==> src/rtl/sr_drive_pkg.sv <==
`default_nettype none
// ============================================================================
//  Module   : sr_drive_pkg
//  Desc     : Shared types and constants for the SR flop drive controller:
//             FSM state encoding, operation encodings, cycle-counter width.
//  Revision : 1.0 - initial release
// ============================================================================
package sr_drive_pkg;

    // Width of the shared pulse/timeout down-counter (covers 1..15 cycles)
    localparam int CNT_W = 4;

    // Operation encodings carried on req_op and held as the drive target
    localparam logic OP_SET = 1'b1;
    localparam logic OP_RST = 1'b0;

    // Controller states
    typedef enum logic [1:0] {
        IDLE  = 2'd0,
        DRIVE = 2'd1,
        CHECK = 2'd2
    } state_t;

endpackage : sr_drive_pkg
`default_nettype wire

==> src/rtl/sr_pulse_timer.sv <==
`default_nettype none
// ============================================================================
//  Module   : sr_pulse_timer
//  Desc     : Loadable down-counter with an expiry flag. Loading N makes the
//             flag rise after N further cycles, so a phase of N+1 cycles is
//             timed by loading N on entry and leaving when the flag is seen.
//  Revision : 1.0 - initial release
// ============================================================================
module sr_pulse_timer
    import sr_drive_pkg::*;
(
    input  logic             clk,
    input  logic             rst,
    input  logic             i_load,
    input  logic [CNT_W-1:0] i_load_val,
    output logic             o_expired
);

    logic [CNT_W-1:0] r_cnt;

    // Load takes priority; otherwise count down and park at zero
    always_ff @(posedge clk) begin
        if (rst) begin
            r_cnt <= '0;
        end else if (i_load) begin
            r_cnt <= i_load_val;
        end else if (r_cnt != '0) begin
            r_cnt <= r_cnt - 1'b1;
        end
    end

    assign o_expired = (r_cnt == '0);

endmodule : sr_pulse_timer
`default_nettype wire

==> src/rtl/sr_drive_ctrl.sv <==
`default_nettype none
// ============================================================================
//  Module   : sr_drive_ctrl
//  Desc     : Drives set/reset pulses into a downstream SR flop on request.
//             A request whose target already matches qn_fb completes at once
//             without driving. Otherwise s or r is held for PULSE_W cycles.
//             With SR_DRIVE_VERIFY_EN defined, the controller then waits up
//             to TIMEOUT cycles for qn_fb to reach the target and signals
//             done or err; without it, completion follows the pulse directly.
//  Config   : `define SR_DRIVE_VERIFY_EN enables the CHECK phase and err.
//  Revision : 1.0 - initial release
// ============================================================================
module sr_drive_ctrl
    import sr_drive_pkg::*;
#(
    parameter int PULSE_W = 2,
    parameter int TIMEOUT = 4
) (
    input  logic       clk,
    input  logic       rst,
    input  logic       req_valid,
    input  logic       req_op,
    output logic       req_ready,
    input  logic       qn_fb,
    output logic       s,
    output logic       r,
    output logic       done,
    output logic       err,
    output logic [7:0] op_cnt
);

    // Both timing parameters must fit the 4-bit counter and be non-zero
    if (PULSE_W < 1 || PULSE_W > 15) begin : g_bad_pulse_w
        $error("sr_drive_ctrl: PULSE_W must be in 1..15");
    end
    if (TIMEOUT < 1 || TIMEOUT > 15) begin : g_bad_timeout
        $error("sr_drive_ctrl: TIMEOUT must be in 1..15");
    end

    // Timer holds (phase length - 1) on entry so expiry marks the last cycle
    localparam logic [CNT_W-1:0] c_PULSE_LOAD = CNT_W'(PULSE_W - 1);
`ifdef SR_DRIVE_VERIFY_EN
    localparam logic [CNT_W-1:0] c_TIMEOUT_LOAD = CNT_W'(TIMEOUT - 1);
`endif

    state_t           r_state;
    state_t           w_state_nxt;
    logic             r_target;
    logic             r_done;
    logic             r_err;
    logic [7:0]       r_op_cnt;

    logic             w_accept;
    logic             w_load;
    logic [CNT_W-1:0] w_load_val;
    logic             w_done_nxt;
    logic             w_err_nxt;
    logic             w_expired;

    assign req_ready = (r_state == IDLE);
    assign w_accept  = req_valid && req_ready;

    sr_pulse_timer u_timer (
        .clk        (clk),
        .rst        (rst),
        .i_load     (w_load),
        .i_load_val (w_load_val),
        .o_expired  (w_expired)
    );

    // FSM state register
    always_ff @(posedge clk) begin
        if (rst) begin
            r_state <= IDLE;
        end else begin
            r_state <= w_state_nxt;
        end
    end

    // Next-state, timer control and completion decode
    always_comb begin
        w_state_nxt = r_state;
        w_load      = 1'b0;
        w_load_val  = '0;
        w_done_nxt  = 1'b0;
        w_err_nxt   = 1'b0;
        case (r_state)
            IDLE: begin
                if (w_accept) begin
                    if (qn_fb == req_op) begin
                        // Flop already holds the target: complete without driving
                        w_done_nxt = 1'b1;
                    end else begin
                        w_state_nxt = DRIVE;
                        w_load      = 1'b1;
                        w_load_val  = c_PULSE_LOAD;
                    end
                end
            end
            DRIVE: begin
                if (w_expired) begin
`ifdef SR_DRIVE_VERIFY_EN
                    w_state_nxt = CHECK;
                    w_load      = 1'b1;
                    w_load_val  = c_TIMEOUT_LOAD;
`else
                    w_state_nxt = IDLE;
                    w_done_nxt  = 1'b1;
`endif
                end
            end
            CHECK: begin
`ifdef SR_DRIVE_VERIFY_EN
                if (qn_fb == r_target) begin
                    w_state_nxt = IDLE;
                    w_done_nxt  = 1'b1;
                end else if (w_expired) begin
                    w_state_nxt = IDLE;
                    w_err_nxt   = 1'b1;
                end
`else
                // Unreachable without verification; recover to IDLE
                w_state_nxt = IDLE;
`endif
            end
            default: begin
                w_state_nxt = IDLE;
            end
        endcase
    end

    // Target latch, one-cycle status pulses and completion counter
    always_ff @(posedge clk) begin
        if (rst) begin
            r_target <= OP_RST;
            r_done   <= 1'b0;
            r_err    <= 1'b0;
            r_op_cnt <= 8'd0;
        end else begin
            if (w_accept) begin
                r_target <= req_op;
            end
            r_done <= w_done_nxt;
            r_err  <= w_err_nxt;
            if (w_done_nxt) begin
                r_op_cnt <= r_op_cnt + 8'd1;
            end
        end
    end

    // Drives are only ever active in DRIVE, and only one by construction
    assign s      = (r_state == DRIVE) && (r_target == OP_SET);
    assign r      = (r_state == DRIVE) && (r_target == OP_RST);
    assign done   = r_done;
    assign err    = r_err;
    assign op_cnt = r_op_cnt;

endmodule : sr_drive_ctrl
`default_nettype wire

==> config.mk <==
export PLATFORM = sky130hd
export DESIGN_NAME = sr_drive_ctrl
export DESIGN_NICKNAME = d
export VERILOG_FILES = /design/src/rtl/sr_drive_pkg.sv /design/src/rtl/sr_pulse_timer.sv /design/src/rtl/sr_drive_ctrl.sv
export SDC_FILE = /design/constraint.sdc
export NUM_CORES = 1
export LEC_CHECK = 0
export ABC_AREA = 1
export CORE_MARGIN = 2
export CORE_UTILIZATION = 40
export CTS_BUF_LIST = sky130_fd_sc_hd__clkbuf_4 sky130_fd_sc_hd__clkbuf_8 sky130_fd_sc_hd__clkbuf_16
export DETAILED_ROUTE_END_ITERATION = 8
export HOLD_SLACK_MARGIN = 0.05
export PLACE_DENSITY = 0.79
export SLEW_MARGIN = 0
export SYNTH_ARGS = -nofsm -noshare
export SYNTH_HDL_FRONTEND = slang
export SYNTH_SLANG_ARGS = --single-unit
==> constraint.sdc <==
create_clock -name clk -period 1.3 [get_ports clk]
set_clock_uncertainty 0.15 [all_clocks]
set_input_delay 0.26 -clock clk [delete_from_list [all_inputs] [get_ports clk]]
set_output_delay 0.26 -clock clk [all_outputs]
set_load 0.05 [all_outputs]
## Yosys cells after proc, flatten, opt, wreduce, memory -nomap -nowiden

Cells that the tools add are included.

- $add $sub $neg: 2
- Equality and inequality tests: 5
- Mux-type cells: 16
- Bitwise operators: 1
- Reduce and logical (&&, ||, !) cells: 8

Operators with widths:

| cell | number |
|---|---|
| 1-bit 2-to-1 mux | 9 |
| 8-bit by 1-bit adder with 8-bit output, second input constant | 1 |
| 4-bit 2-to-1 mux | 2 |
| 2-bit 2-to-1 mux | 3 |
| 4-bit logical NOT | 1 |
| 2-bit by 1-bit inequality test with 1-bit output, second input constant | 2 |
| 2-bit one-hot mux with 2 select lines | 1 |
| 4-bit nonzero test | 1 |
| 4-bit by 1-bit subtractor with 4-bit output, second input constant | 1 |
| 1-bit logical AND | 3 |
| 3-bit AND reduction | 1 |
| 2-bit by 1-bit equality test with 1-bit output, second input constant | 1 |
| 2-bit logical NOT | 1 |
| 2-bit inequality test, second input constant | 1 |
| 1-bit one-hot mux with 2 select lines | 1 |
| 2-bit nonzero test | 1 |
| 1-bit equality test | 1 |
| 1-bit inverter | 1 |

- Register bits after elaboration: 16
- Bits of input ports: 5
- Output and inout port bits: 13
- Logic and storage cells: 37

## Logic depth before layout (Yosys ltp)

Gate-level depths: netlist of run 1.

- Depth after elaboration: 5
- Mapped depth: 8
- Gate-level depth less buffers: 7

## Modules after synthesis

A second synthesis of run 1 with hierarchy kept.

- Cells, all modules: 125
- Area, all modules: 853.3 µm²

By module, submodules not included:

| module | instances | cells each | area each (µm²) | sequential area each (µm²) |
|---|---|---|---|---|
| sr_drive_ctrl | 1 | 85 | 605.6 | 220.2 |
| sr_pulse_timer | 1 | 40 | 247.7 | 80.1 |

## Least setup slack after synthesis of run 1

No wires, ideal clock.

- Path kind: register to register
- From: reg r_op_cnt[0] (netlist: op_cnt[0])
- To: reg r_op_cnt[6] (netlist: op_cnt[6])
- Library setup time: 0.115 ns
- Arrival: 1.548 ns
- Required time: 1.035 ns
- Path slack: -0.514 ns
- Cell stages (with the launch flop): 7
- Buffers on the path: 0
- Period minus slack after synthesis: 1.814 ns
- Cells stage by stage: dfxtp_1 ha_1 nand2_1 nor3_1 nand3_1 nand2_1 nor2_1

- Longest elaborated chain between the ends: 1

RTL lines:

| what | RTL line | RTL |
|---|---|---|
| start: declaration | sr_drive_ctrl.sv:51 | `logic [7:0] r_op_cnt;` |
| start signal: assignment | sr_drive_ctrl.sv:146 | `r_op_cnt <= r_op_cnt + 8'd1;` |
| 8-bit by 1-bit adder with 8-bit output | sr_drive_ctrl.sv:146 |  |

Every way passes these cells.
A chain may end at the register's enable or synchronous reset.

## Worst setup path after layout of run 1

- From: reg r_state[0]
- To: out r

- Longest elaborated chain between the ends: 2

RTL lines:

| what | RTL line | RTL |
|---|---|---|
| start: declaration | sr_drive_ctrl.sv:46 | `state_t r_state;` |
| start signal: assignment | sr_drive_ctrl.sv:76 | `r_state <= w_state_nxt;` |
| 2-bit by 1-bit equality test with 1-bit output | sr_drive_ctrl.sv:153 | `assign r = (r_state == DRIVE) && (r_target == OP_RST);` |
| 1-bit logical AND | sr_drive_ctrl.sv:153 |  |
| end: declaration | sr_drive_ctrl.sv:26 | `output logic r,` |

Every way passes these cells.

==> parameters.txt, run 1 <==
Parameter                              Value

Cells and area
  Area growth from synthesis to layout    87.46%
  Number of nets in the finished design    around 150
  Post-Layout Cell Count    roughly 170
  Inserted Diodes    0
  Fin area    approximately 1400 sq um
  Fraction of layout cells with a size suffix above 1    between 50% and 60%

Placement
  Placed cells    157
  Placement Cell Area    1191 sq um
  Final weighted congestion in routability-driven placement    0.6930
  Number of input and output port buffers inserted    16
  Estimated wirelength of the detail-placed design    1376 um

Logic synthesis
  Cells after Synth    105
  Compound-cell area share of the yosys netlist    between 10% and 20%
  Per-instance average area after synthesis    around 7.3 sq um
  Yosys Warn Count    0
  Primary FF master, synth    dfxtp_1
  Adder-cell share of the synthesized area    around 3.3%
  Synth Area in Simple Gates    30.94%
  Xor and xnor fraction of the mapped netlist area    ~3.4%
  Synth Register Bits    15
  Nets in the synthesized netlist    roughly 110
  Largest family of logic cells by synthesized area    simple AND/OR/NAND/NOR gates
  Post-synth EDFFs    0
  Cell area after synthesis    around 770 sq um
  Async set-or-reset flop fraction in the synthesized netlist    0%
  Sequential cell area fraction in the yosys report    between 30% and 40%
  Post-synthesis mux area share    0%
  Distinct cell type count of the synthesized netlist    23

Critical path
  Dominant delay contributor by cell family on the critical path    flip-flops
  Setup slack, reg-to-reg    -0.03 ns
  Launch point of the critical path    r_state[0]
  Worst r2r path cells    7
  Chain of cells forming the critical path    inv_4 > nor2_4 > buf_12
  Kind of capture point of the worst setup path    output port
  Launching point of the worst reg2reg path    u_timer.r_cnt[1]
  Data arrival time at the worst-slack endpoint    approximately 1.0 ns
  Endpoint required time on the critical path    0.89 ns
  Number of cells on the critical path    3
  Setup Crit Path Kind    register to output port
  Standard cell with the maximum stage delay on the critical path    dfxtp_4
  Buffering stage count on the worst path with inverters included    2
  Setup crit start kind    register
  Worst-path maximum fanout    4
  Largest stage delay on the critical path    around 0.4 ns

Timing
  Post-route worst setup slack    -0.1301 ns
  Fmax achieved    roughly 0.70 GHz
  Final count of hold timing violations    0
  Post-layout minimum cycle time    approximately 1.4 ns
  Setup repair after global routing missed its margin    true
  Number of max-slew violations in the final report    0
  Ratio of final minimum period to clock period    110.0%
  Final Setup Violations    13

Worst hold path
  Cell depth of the worst hold path    4
  Min-delay worst type    input pin to register
  HP Start    req_op

Drt
  Antenna-violating nets left    0
  Detailed Route WL    between 2000 and 3000 um
  Drt initial violations    36
  # DRC    0
  DR pass1 iterations    4
  Vias after detailed routing    between 800 and 900
  Mean number of vias per cell    between 5 and 6
  WL per Instance    about 15 um

Floorplan
  Vertical extent of the die    47.83 um
  Number of standard-cell rows in the floorplan    15
  Num ports    18
  Area of the die    between 2000 and 2500 sq um
  Core region area    about 1800 sq um
  Die outline width    47.83 um
  Initial Utilization    roughly 44%

Status
  Failing checks    setup timing
  Result of the run    finished, violations left

Clock tree
  CTS Root Buffer Type    clkbuf_4
  Clock tree from TritonCTS    done
  CTS sink cnt    15
  Total number of H-tree levels    1
  CTS clock-pin slew for the worst setup and hold paths    approximately 0.1 ns
  Total CTS buffers    3
  Max Buffers Root-to-Sink    2
  Total of hold buffers inserted after clock tree synthesis    0
  Worst-skew pair later-pin latency    approximately 0.30 ns

Power and ir drop
  Standby leakage power    approximately 0.64 nW
  Power per unit of standard cell area    around 1500 nW/um^2
  Maximum resistive drop on vdd    about 1500 uV

Global route
  Overall global routing resource usage    19.69%
  Via count of the first global-routing pass    801
  Total congestion overflow after global routing    0
  Global-route wire length before repair    ~3100 um
  Pin count of the biggest net entering global routing    10
  Number of antenna violations at the first check in global routing    0

Flow run
  Max-cap violations    0
cells by family after synthesis:
logic type | count (synthesis)
compound gates | 13
xor+xnor | 3
fa+ha+maj | 2
buf+inv | 18
flops | 15
other cells | 1
simple gates | 53
Yosys cell counts (2+ instances only):
| master | n | area share [%] |
|---|---|---|
| dfxtp_1 | 15 | 39 |
| o21ai_1 | 2 | 1.3 |
| nor2_1 | 16 | 7.8 |
| nor3_1 | 2 | 1.3 |
| o21ai_0 | 2 | 1.3 |
| a21oi_1 | 3 | 2.0 |
| nand2_1 | 19 | 9.3 |
| a21oi_2 | 6 | 6.8 |
| nand3_1 | 10 | 6.5 |
| inv_1 | 15 | 7.3 |
| xnor2_1 | 2 | 2.3 |
| ha_1 | 2 | 3.3 |
cell usage in the layout (no fill, tap or decap):
| cell | instances |
|---|---|
| a21oi_1 | 3 |
| a21oi_2 | 6 |
| and3_1 | 1 |
| buf_12 | 12 |
| buf_4 | 16 |
| buf_6 | 6 |
| clkbuf_4 | 3 |
| clkdlybuf4s50_1 | 2 |
| clkinv_1 | 1 |
| clkinv_2 | 1 |
| conb_1 | 1 |
| dfxtp_1 | 2 |
| dfxtp_2 | 7 |
| dfxtp_4 | 6 |
| dlymetal6s2s_1 | 2 |
| ha_4 | 2 |
| inv_1 | 10 |
| inv_2 | 4 |
| inv_4 | 1 |
| nand2_1 | 15 |
| nand2_2 | 4 |
| nand2_4 | 1 |
| nand2_8 | 2 |
| nand3_1 | 8 |
| nand3_2 | 1 |
| nand3_4 | 2 |
| nand4_1 | 1 |
| nor2_1 | 14 |
| nor2_4 | 3 |
| nor3_1 | 1 |
| nor3_2 | 1 |
| o21ai_0 | 1 |
| o21ai_1 | 1 |
| o21ai_2 | 2 |
| xnor2_1 | 1 |
| xnor2_2 | 1 |
| xor2_1 | 1 |
final timing paths:
check | to
worst max-delay path | r
worst min-delay path | r_target
worst max register to register | op_cnt[6]
worst min register to register | op_cnt[7]
state kept, by name (all words and copies together), names as in the netlist:
| register | flops |
|---|---|
| done | 1 |
| op_cnt | 8 |
| r_state | 1 |
| r_target | 1 |
| u_timer.r_cnt | 4 |
layout make-up:
cell class | instances | area (sq um)
repair buffers | 38 | 473.0
flip-flops and latches | 15 | 331.6
inverters | 16 | 62.56
clock inverters | 1 | 5.005
fillers | 101 | 324.1
well taps | 25 | 31.28
clock buffers | 3 | 22.52
multi-input cells | 73 | 514.2
worst register-to-register path: stages (launching register included):
cell     delay [ns]
dfxtp_2        0.36
inv_2          0.06
ha_4           0.17
nand3_4        0.11
nand2_8        0.09
buf_6          0.13
a21oi_2        0.12
nor2_1         0.05
through the flow:
step                worst slack [ns]  hold slack (ns)  total power [mW]  setup TNS, ns  utilization [%]
floorplan                   -0.07838           0.1651             1.093        -0.4748                -
global placement             -0.3405           0.3543             1.341         -3.548            67.52
detailed placement           -0.4129           0.3679             1.396         -4.175            67.52
CTS                         -0.08996           0.3731             1.852        -0.6723            73.40
global route                 -0.1744           0.2447             2.333         -1.190            81.63
finish                       -0.1301           0.2410             2.212        -0.3830            81.63
power by group:
group / switching [mW] / internal (mW) / total, mW
Sequential: 0.0995 / 0.546 / 0.645
Combinational: 0.640 / 0.641 / 1.28
Clock: 0.170 / 0.115 / 0.285
per-layer routing:
| metal | wire, um | GRT usage, % | share of wire, % | vias to the layer above |
|---|---|---|---|---|
| li1 | - | - | - | 416 |
| met1 | 1024 | 24.14 | 40 | 416 |
| met2 | 1313 | 32.53 | 52 | 46 |
| met3 | 133 | 4.528 | 5.2 | 8 |
| met4 | 78 | 9.189 | 3.1 | 0 |
| met5 | 0 | 0 | 0 | - |
repair_timing:
| action | in CTS | in global routing |
|---|---|---|
| setup buffers | 3 | 6 |
| gates cloned | 1 | 0 |
| gates resized for setup | 19 | 25 |
| pin swaps | 3 | 15 |
| endpoints found under the setup margin | 20 | 16 |
No activity file was read; power rests on OpenSTA's default activity.
==> inputs of run 2 (changes only) <==
CTS_BUF_LIST = sky130_fd_sc_hd__clkbuf_4   (was sky130_fd_sc_hd__clkbuf_4 sky130_fd_sc_hd__clkbuf_8 sky130_fd_sc_hd__clkbuf_16)
==> results of run 2 <==
Final layout, timing and power as in run 1 (identical DEF).
